**src/rtl/lif_synapse.sv**
```systemverilog
// lif_synapse -- synaptic input stage feeding the lif neuron current input.
//
// Each of N_SYN binary spike lines selects a programmable signed 8-bit
// weight. The selected weights are summed in one registered stage (psum_q).
// The sum is then integrated into a leaky, saturating 8-bit accumulator
// (acc_q), which drives the current output directly.
//
// Optional build macro: SYN_DECAY_PRESCALE_EN
//   When defined, a free-running PRESCALE_BITS counter gates the leak so it
//   is applied only on edges where the counter is all-ones. When undefined,
//   the leak is applied on every edge and no counter exists.
//
// Ports:
//   clk       in   rising-edge clock
//   reset_n   in   asynchronous active-low reset; clears all state
//   spike_in  in   [N_SYN]  presynaptic spikes, sampled every rising edge
//   wt_we     in   weight write enable
//   wt_addr   in   [3]  weight index; indices >= N_SYN are ignored
//   wt_data   in   [8]  signed weight value
//   current   out  [8]  unsigned synaptic current (registered)
//   sat       out  high for each cycle in which current was clamped at 255
module lif_synapse #(
   parameter int unsigned N_SYN         = 4,
   parameter int unsigned DECAY_SHIFT   = 3,
   parameter int unsigned PRESCALE_BITS = 4
) (
   input  logic             clk,
   input  logic             reset_n,
   input  logic [N_SYN-1:0] spike_in,
   input  logic             wt_we,
   input  logic [2:0]       wt_addr,
   input  logic [7:0]       wt_data,
   output logic [7:0]       current,
   output logic             sat
);

   // Partial-sum width: 8-bit weight, log2(N_SYN) growth bits, one spare.
   localparam int unsigned PSUM_W = 8 + $clog2(N_SYN) + 1;
   // Accumulator update width: covers 255 + N_SYN*127 and -(N_SYN*128) signed.
   localparam int unsigned NXT_W  = 13;
   localparam logic signed [NXT_W-1:0] ACC_MAX = 255;

   if (N_SYN < 2 || N_SYN > 8 || DECAY_SHIFT < 1 || DECAY_SHIFT > 7 ||
       PRESCALE_BITS < 1) begin : g_bad_params
      $error("lif_synapse: parameter out of range");
   end

   logic signed [7:0]        wt_q [N_SYN];
   logic signed [PSUM_W-1:0] psum_q, psum_d;
   logic [7:0]               acc_q, acc_d;
   logic                     sat_q, sat_d;
   logic                     leak_en;
   logic [7:0]               leak;
   logic signed [NXT_W-1:0]  acc_ext, leak_ext, psum_ext, nxt;

   // ---------------------------------------------------------------------
   // Leak gating
   // ---------------------------------------------------------------------
`ifdef SYN_DECAY_PRESCALE_EN
   logic [PRESCALE_BITS-1:0] pre_q;

   always_ff @(posedge clk or negedge reset_n) begin
      if (!reset_n) begin
         pre_q <= '0;
      end else begin
         pre_q <= pre_q + 1'b1;
      end
   end

   assign leak_en = (pre_q == '1);
`else
   assign leak_en = 1'b1;
`endif

   // ---------------------------------------------------------------------
   // Stage 1: weighted spike sum (reads the pre-write weight file)
   // ---------------------------------------------------------------------
   always_comb begin
      psum_d = '0;
      for (int unsigned i = 0; i < N_SYN; i++) begin
         if (spike_in[i]) begin
            psum_d = psum_d + PSUM_W'(wt_q[i]);
         end
      end
   end

   // ---------------------------------------------------------------------
   // Stage 2: leaky saturating accumulator
   // ---------------------------------------------------------------------
   always_comb begin
      leak = '0;
      if (leak_en) begin
         leak = acc_q >> DECAY_SHIFT;
         // A small non-zero accumulator still leaks by one so it reaches 0.
         if (acc_q != '0 && leak == '0) begin
            leak = 8'd1;
         end
      end

      acc_ext  = signed'(NXT_W'(acc_q));
      leak_ext = signed'(NXT_W'(leak));
      psum_ext = NXT_W'(psum_q);
      nxt      = acc_ext - leak_ext + psum_ext;

      if (nxt > ACC_MAX) begin
         acc_d = 8'hFF;
         sat_d = 1'b1;
      end else if (nxt[NXT_W-1]) begin
         acc_d = '0;
         sat_d = 1'b0;
      end else begin
         acc_d = nxt[7:0];
         sat_d = 1'b0;
      end
   end

   // ---------------------------------------------------------------------
   // State registers
   // ---------------------------------------------------------------------
   always_ff @(posedge clk or negedge reset_n) begin
      if (!reset_n) begin
         for (int unsigned i = 0; i < N_SYN; i++) begin
            wt_q[i] <= '0;
         end
         psum_q <= '0;
         acc_q  <= '0;
         sat_q  <= 1'b0;
      end else begin
         // Out-of-range addresses match no index and are dropped.
         for (int unsigned i = 0; i < N_SYN; i++) begin
            if (wt_we && wt_addr == 3'(i)) begin
               wt_q[i] <= wt_data;
            end
         end
         psum_q <= psum_d;
         acc_q  <= acc_d;
         sat_q  <= sat_d;
      end
   end

   assign current = acc_q;
   assign sat     = sat_q;

endmodule
```
**config.mk**
```make
export PLATFORM = sky130hd
export DESIGN_NAME = lif_synapse
export DESIGN_NICKNAME = d
export VERILOG_FILES = /design/src/rtl/lif_synapse.sv
export SDC_FILE = /design/constraint.sdc
export NUM_CORES = 1
export LEC_CHECK = 0
export CAP_MARGIN = 20
export CORE_ASPECT_RATIO = 0.75
export CORE_UTILIZATION = 55
export CTS_BUF_LIST = sky130_fd_sc_hd__clkbuf_4
export CTS_CLUSTER_SIZE = 8
export DETAILED_ROUTE_END_ITERATION = 7
export GPL_ROUTABILITY_DRIVEN = 0
export GPL_TIMING_DRIVEN = 1
export MAX_ROUTING_LAYER = met4
export PLACE_DENSITY = 0.75
export SETUP_SLACK_MARGIN = 0.1
export SYNTH_ARGS = -nofsm -noshare
export SYNTH_HDL_FRONTEND = slang
export SYNTH_SLANG_ARGS = --single-unit
```
**constraint.sdc**
```tcl
create_clock -name clk -period 6.1 [get_ports clk]
set_clock_uncertainty 0.1 [all_clocks]
set_input_delay 1.525 -clock clk [delete_from_list [all_inputs] [get_ports clk]]
set_output_delay 1.525 -clock clk [all_outputs]
set_load 0.03 [all_outputs]
```
After elaboration in Yosys (flattened, before gate mapping)

Index checks and enable logic that the tools add are counted.

Word-level logic and storage cells: 32
Flip-flop bits (word level): 52
Output and inout port bits: 9
Input bits: 18

Order comparisons: 1
Equality and inequality tests: 3
Add/sub/neg operators: 5
Reductions and logical operators: 8
Multiplexer cells: 8

Operators by type and width:

| kind                                                            | count |
|---|---|
| two-way mux 11 bit                                              | 4 |
| adder 11 x 8 -> 11 bit                                          | 3 |
| two-way mux 8 bit                                               | 2 |
| adder 9 x 11 -> 12 bit                                          | 1 |
| greater-than comparator 12 x 9 -> 1 bit (second input constant) | 1 |
| subtractor 8 x 5 -> 9 bit                                       | 1 |
| logical NOT 8 bit                                               | 1 |
| nonzero test 8 bit                                              | 1 |
| == test 3 x 2 -> 1 bit (second input constant)                  | 2 |
| logical AND 1 bit                                               | 5 |
| two-way mux 5 bit                                               | 1 |
| == test 3 x 1 -> 1 bit (second input constant)                  | 1 |
| logical NOT 3 bit                                               | 1 |
| two-way mux 1 bit                                               | 1 |

Logic depth before layout (Yosys ltp)

Depth in word-level cells: 7
Gate-level depth with buffers: 23
Mapped depth without buffers: 23

Worst setup path before layout

Ideal clock, no wire load.

Kind: input to register
From: input spike_in[0]
To: register psum_q[10]
Slack: 0.519 ns
Stages on the path: 23
Data arrival time: 5.358 ns
Required time: 5.877 ns
Library setup time: 0.123 ns
Cells stage by stage: and2_1 -> ha_1 -> inv_1 -> fa_1 -> nor2b_1 -> o21ai_1 -> nand2b_1 -> a311oi_1 -> xnor2_1 -> a21o_1 -> ha_1 -> a2111oi_0 -> o21ai_1 -> a41oi_1 -> xnor2_1 -> mux2_2 -> ha_1 -> a21oi_1 -> nand2_1 -> o21ai_1 -> xnor2_1 -> nand2_1 -> xnor2_1

Cells in the longest elaborated chain, start to end: 7

Ends and longest elaborated chain:

| what                   | RTL line | source |
|---|---|---|
| start: declaration     | 29       | `input logic [N_SYN-1:0] spike_in,` |
| two-way mux 11 bit *   | 81       | `if (spike_in[i]) begin` |
| adder 11 x 8 -> 11 bit | 82       | `psum_d = psum_d + PSUM_W'(wt_q[i]);` |
| two-way mux 11 bit *   | 81       |  |
| adder 11 x 8 -> 11 bit | 82       |  |
| two-way mux 11 bit *   | 81       |  |
| adder 11 x 8 -> 11 bit | 82       |  |
| two-way mux 11 bit *   | 81       |  |
| named net psum_d[10]   | 49       | `logic signed [PSUM_W-1:0] psum_q, psum_d;` |
| end signal: assignment | 135      | `psum_q <= psum_d;` |
| end: declaration       | 49       |  |

Mark *: on every way through the listed nets, which the timed path passes. The rest lies on a longest branch.
A chain may end at the register's enable or synchronous reset.

Worst setup path after layout

Same ends and word-level chain as after synthesis.

==> impl_metrics.toml <==
[die]
num_rows = 26
dieArea_um2 = 7750
initial_utilization_pct = 58.2
core_um2 = 6990
ios = 27
fp.dieW_um = 101
die_h_um = 76.5

[setup_path]
reg2reg_depth = 23
cp_max_fo = 4
reg2reg_to = "psum_q[10]"
worst_setup_path_start_kind = "input pin"
cp_num_buf_inv = 2
end_kind = "register"
crit_family = "compound AO/OA/AOI/OAI gates"
timing.rr.start = "wt_q[24]"
crit_slowest_cell = "fa_1"
critPathMostFrequentCell = "xnor2_1"
path_cells = "clkdlybuf4s15_1 -> and2_1 -> ha_1 -> inv_1 -> fa_1 -> nor2b_1 -> o21ai_1 -> nand2b_1 -> a311oi_2 -> xnor2_1 -> a21o_1 -> ha_1 -> a2111oi_1 -> o21ai_1 -> a41oi_2 -> xnor2_1 -> mux2_2 -> ha_1 -> a21oi_1 -> o21ai_0 -> o21ai_1 -> xnor2_1 -> nand2_1 -> xnor2_1"
cp.required_ns = 6.27
cp_slowest_stage_delay_ns = 0.39
reg2reg_slack_ns = 1.36
critPathArrivalTime_ns = 5.94
crit_type = "in2reg"

[clocking]
clk_latency_ns = 0.37
cts_hold_buf = 0
cts_tree = "done"
clock_sinks = 52
h-tree-depth = 2
clk_pin_slew_ns = 0.15
cts_setup_buffers = 0
clockBufferDepth = 2
root_buffer = "clkbuf_4"
cts-buffers-inserted = 5
cts_resized = 2

[place]
hpwlAfterDp_um = 6960
placed_cells = 560
portBuffers = 26

[min_path]
hold_start = "wt_q[30]"
worstHoldPathCells = 1
hold_end = "wt_q[30]"
hold_path_class = "reg2reg"

[logic_synthesis]
synth.distinct_cells = 49
synth.yosys.seq_area_share_pct = 32.0
synth_edf_count = 0
syn-cell-area_um2 = 4070
ys_async_sr_fraction_pct = 100
synth_seq_cells = 52
syn-instance-count = 408
synth-main-ff-cell = "dfrtp_1"
yosysWarnings = 0
syn-num-nets = 476
avgSynthCellArea_um2 = 9.97

[detailed_routing]
ant_nets = 0
first_iter_violations = 151
wl_per_cell_um = 15.5
dr.pass1.iters = 4
via_per_inst = 5.66
num_vias = 3225
wl_um = 8830
route.detailed.drc = 0

[sta]
fin_crit_sh_pct = 94.5
fin_tns_setup_ns = 0
slew_headroom_pct = 53.1
setup_viol = 0
report.final.hold_viol_count = 0
finalMaxSlewViolations = 0
rsz0062_at_grt = "false"
period_needed_ns = 5.76
worst_pin_slew_ns = 0.699
timing.fmax_ghz = 0.173

[global_routing]
grtUsageMet2_pct = 36.7
grt_pass1_wl_um = 15000
gr-usage-met3_pct = 3.85
busiest_layer = "met1"
grt_max_degree = 53
groute.usage.overall_pct = 25.2
antenna_found_initial = 0
grt.overflow.total = 0
first_global_vias = 3169
met1_usage_pct = 36.8

[power]
comb_power_share_pct = 76.4
seqPwrFrac_pct = 18.3
power_w = 0.00300
power.switching_w = 0.00138
p_clk_share_pct = 5.4
power_density_nw_per_um2 = 628
power.internal_w = 0.00162
p_sw_share_pct = 46.1
ir_drop_mv = 0.354
p_leak_nw = 2.23

[run_status]
run_status = "completed"

[cells_and_area]
fin_nets = 539
drive_gt1_share_pct = 20.6
flow.area_growth_from_synthesis_pct = 17.4
seq_area_um2 = 1300
stdcell_count = 570
fill_cells = 576
multi_input_area_um2 = 2660
n_antenna_cell = 0

[job]
cap_violations = 0
-- through the flow --
step	hold WS, ns	area (um2)	utilization, %	setup WS, ns
after floorplan	0.372	4070	-	0.519
after global placement	0.385	4690	67.0	-0.194
after detailed placement	0.392	4690	67.0	-0.431
after CTS	0.430	4750	67.9	0.242
after global routing	0.450	4780	68.3	0.109
final	0.424	4780	68.3	0.335
-- cell usage after synthesis (7+ instances only) --
| master | instances | area share, % |
|---|---|---|
| nor2_1 | 16 | 1.5 |
| and2_1 | 7 | 1.1 |
| xor2_1 | 12 | 2.6 |
| nand2_1 | 20 | 1.8 |
| a21oi_1 | 31 | 3.8 |
| inv_1 | 28 | 2.6 |
| nand2b_1 | 9 | 1.4 |
| o21ai_0 | 11 | 1.4 |
| xnor2_1 | 23 | 5.0 |
| o21ai_1 | 13 | 1.6 |
| a21o_1 | 16 | 3.0 |
| mux2_2 | 47 | 13 |
| ha_1 | 45 | 14 |
| dfrtp_1 | 52 | 32 |
| nor2b_1 | 7 | 1.1 |
-- routing by layer --
| layer | up-vias | share of wire, % |
|---|---|---|
| met2 | 73 | 43 |
| li1 | 1597 | - |
| met1 | 1546 | 51 |
| met4 | 0 | 0.97 |
| met5 | - | 0 |
| met3 | 9 | 5.1 |
-- layout by cell type (no fill, tap or decap), types with 5 or more instances in the layout --
cell / Yosys / final
a21o_1: 16 / 16
a21oi_1: 31 / 31
and2_1: 7 / 7
buf_4: 0 / 35
clkbuf_4: 0 / 8
clkdlybuf4s50_1: 0 / 24
dfrtp_1: 52 / 52
fa_1: 5 / 5
ha_1: 45 / 45
inv_1: 28 / 28
mux2_2: 47 / 47
nand2_1: 20 / 20
nand2b_1: 9 / 9
nor2_1: 16 / 16
nor2b_1: 7 / 7
nor3_1: 6 / 6
o211ai_1: 5 / 5
o21a_1: 6 / 6
o21ai_0: 11 / 10
o21ai_1: 13 / 14
xnor2_1: 23 / 23
xor2_1: 12 / 12
-- power groups by stage --
stage / clock network [W] / logic, W / registers (W)
2_1_floorplan: 0 / 0.00161 / 0.000595
3_3_place_gp: 0 / 0.00215 / 0.000550
3_5_place_dp: 0 / 0.00224 / 0.000555
4_1_cts: 0.000167 / 0.00227 / 0.000547
5_1_grt: 0.000184 / 0.00253 / 0.000564
6_report: 0.000160 / 0.00229 / 0.000547
-- registers in the layout, summed over array words and instances (netlist names) --
name     flops
current      8
sat          1
wt_q        32
psum_q      11
-- worst max-delay path by stage --
stage	from	endpoint	slack (ns)	cells after the start
final	spike_in[0]	psum_q[10]	0.34	24
after global routing	spike_in[0]	psum_q[10]	0.11	24
after CTS	spike_in[0]	psum_q[10]	0.24	24
after detailed placement	spike_in[0]	psum_q[10]	-0.43	24
after global placement	spike_in[0]	psum_q[10]	-0.19	24
after floorplan	spike_in[0]	psum_q[10]	0.52	23
-- final cells by class --
type | instances | share of cell area (%)
multi-input combinational | 321 | 55.6
timing repair buffer | 63 | 11.2
clock inverter | 2 | 0.236
inverter | 28 | 2.20
clock buffer | 6 | 0.943
sequential | 52 | 27.2
tap | 98 | 2.57
-- kinds of logic (layout without fill, tap and decap cells) --
| family | count (synthesis) | in the layout | share of synthesized area, % |
|---|---|---|---|
| flip-flops | 52 | 52 | 32.0 |
| buffers and inverters | 35 | 99 | 3.23 |
| adder cells (fa/ha/maj) | 50 | 50 | 16.3 |
| XOR/XNOR | 35 | 35 | 7.53 |
| AND/OR/NAND/NOR | 78 | 78 | 10.2 |
| multiplexers | 49 | 49 | 13.5 |
| AO/OA/AOI/OAI | 109 | 109 | 17.2 |
No activity file was read; power rests on OpenSTA's default activity.
==> patch (config.mk and constraints unchanged) <==
The output `sat` loses its register stage (`sat_q` becomes a continuous assignment).
--- a/src/rtl/lif_synapse.sv
+++ b/src/rtl/lif_synapse.sv
@@ -124,7 +124,6 @@
          end
          psum_q <= '0;
          acc_q  <= '0;
-         sat_q  <= 1'b0;
       end else begin
          // Out-of-range addresses match no index and are dropped.
          for (int unsigned i = 0; i < N_SYN; i++) begin
@@ -134,9 +133,10 @@
          end
          psum_q <= psum_d;
          acc_q  <= acc_d;
-         sat_q  <= sat_d;
       end
    end
+
+   assign sat_q = sat_d;
 
    assign current = acc_q;
    assign sat     = sat_q;
Behaviour: not the same (a bounded check fails within 4 cycles, from zero or initial values and one cycle with reset_n low).
==> patch against the unedited design <==
- synthesized cell count fell by 0.25%
- hold slack improved by 2.2 ps
- critical path depth fell by 3
- die area fell by 0.60%
- sequential share of layout area fell by 0.84 points
- wire length rose by 2.1%
- final area rose by 1.2%
- setup slack got worse by 100 ps
- first-iteration DRC count fell by 34%
- area after synthesis fell by 0.62%
- sequential cell count fell by 1
Power is not shown: default switching activity piles up to over one toggle a cycle in this logic, so the estimate is an artifact.
==> patch: results (changes against the unedited design) <==
logic_synthesis:
  yosys-top-cells-count: "dfrtp_1, mux2_2, ha_1"
  postSynthCellCount: 407  # -0.25%
  ys_seq_area_frac: 0.316  # -0.00421
  synth_nets: 475  # -0.21%
  synthTopCellsByArea: "dfrtp_1, ha_1, mux2_2"
  synth.avg_cell_area_um2: 9.94  # -0.37%
drt:
  wire_per_inst_um: 15.7  # +1.2%
  vias: 3255  # +0.93%
  drtIter0Drc: 100  # -34%
  vias_per_cell: 5.66  # about the same
place:
  place_hpwl_um: 7140  # +2.5%
  placed_cells: 565  # +0.89%
  pre_cts_ws_ps: -405  # +25.7 ps
critical_path:
  slowest_stage: "dfrtp_1"
  slowest_delay_ps: 430  # +40 ps
  arrival_ps: 4240  # -1700 ps
  reg2reg_slack_ps: 1310  # -50 ps
outcome:
  status: "finished clean"
timing:
  finalHoldWorstSlack_ps: 426  # +2.23 ps
  max_freq_ghz: 0.171  # -1.7%
  max_slew_margin: 0.299  # -0.231
finish:
  nFillCells: 560  # -2.8%
  final_util: 0.694  # +0.0115
  buffers: 69  # +9.5%
  final-nonclk-buf-share: 0.118  # +0.00592
  seq_share: 0.264  # -0.00842
  nets: 544  # +0.93%
  clockBufferCount: 5  # -1
  drive_above_1_share: 0.231  # +0.0251
grt:
  grt_usage: 0.259  # +0.00624
  grt_pass1_wl_um: 15200  # +1.9%
  grt_pass1_vias: 3247  # +2.5%
clocking:
  cts.sinks: 51  # -1.9%
  clk_latency_ps: 390  # +20 ps
worst_hold_path:
  min_from: "wt_q[28]$_DFFE_PN0P_"
  hold_end: "wt_q[28]$_DFFE_PN0P_"
## patch: cell types whose count changed in the layout (fill, tap and decap cells not counted), moves of 2 or more
cell,before,now
a21oi_2,1,3
clkbuf_4,8,5
a21oi_1,31,29
buf_4,35,43
o21ai_1,14,12
## patch: layer usage
| metal | vias up | GRT usage | wire [µm] |
|---|---|---|---|
| met4 | 0 | 0.0667 | 104 |
| li1 | 1619 | - | - |
| met1 | 1565 | 0.361 | 4490 |
| met2 | 59 | 0.396 | 4040 |
| met5 | - | - | 0 |
| met3 | 12 | 0.0358 | 388 |
## patch: how the worst max path moves through the flow
stage / startpoint / end
2_1_floorplan: current[6]$_DFF_PN0_ / sat
3_3_place_gp: spike_in[0] / psum_q[10]$_DFF_PN0_
3_5_place_dp: spike_in[0] / psum_q[10]$_DFF_PN0_
4_1_cts: current[7]$_DFF_PN0_ / sat
5_1_grt: current[7]$_DFF_PN0_ / sat
6_report: current[7]$_DFF_PN0_ / sat
## patch: kinds of logic (layout without fill, tap and decap cells)
| group | count (synthesis) | in the layout | share of synthesized area |
|---|---|---|---|
| fa+ha+maj | 50 | 50 | 0.164 |
| compound gates | 109 | 109 | 0.173 |
| buf+inv | 35 | 105 | 0.0325 |
| xor+xnor | 35 | 35 | 0.0758 |
| mux | 49 | 49 | 0.136 |
| flops | 51 | 51 | 0.316 |
| simple gates | 78 | 78 | 0.103 |
## patch: critical path, delay by kind of cell, from the launching register on
kind            cells  cell delay [ps]
fa+ha+maj           2              470
xor+xnor            1              150
flops               1              430
compound gates      7             1220
buf+inv             3              420
simple gates        8             1170
## patch: timing repair
item / CTS / global route
setup endpoints to repair: 3 / 3
setup buffers: 1 / 1
cloned: 0 / 0
pin swaps: 3 / 1
resized for setup: 10 / 8
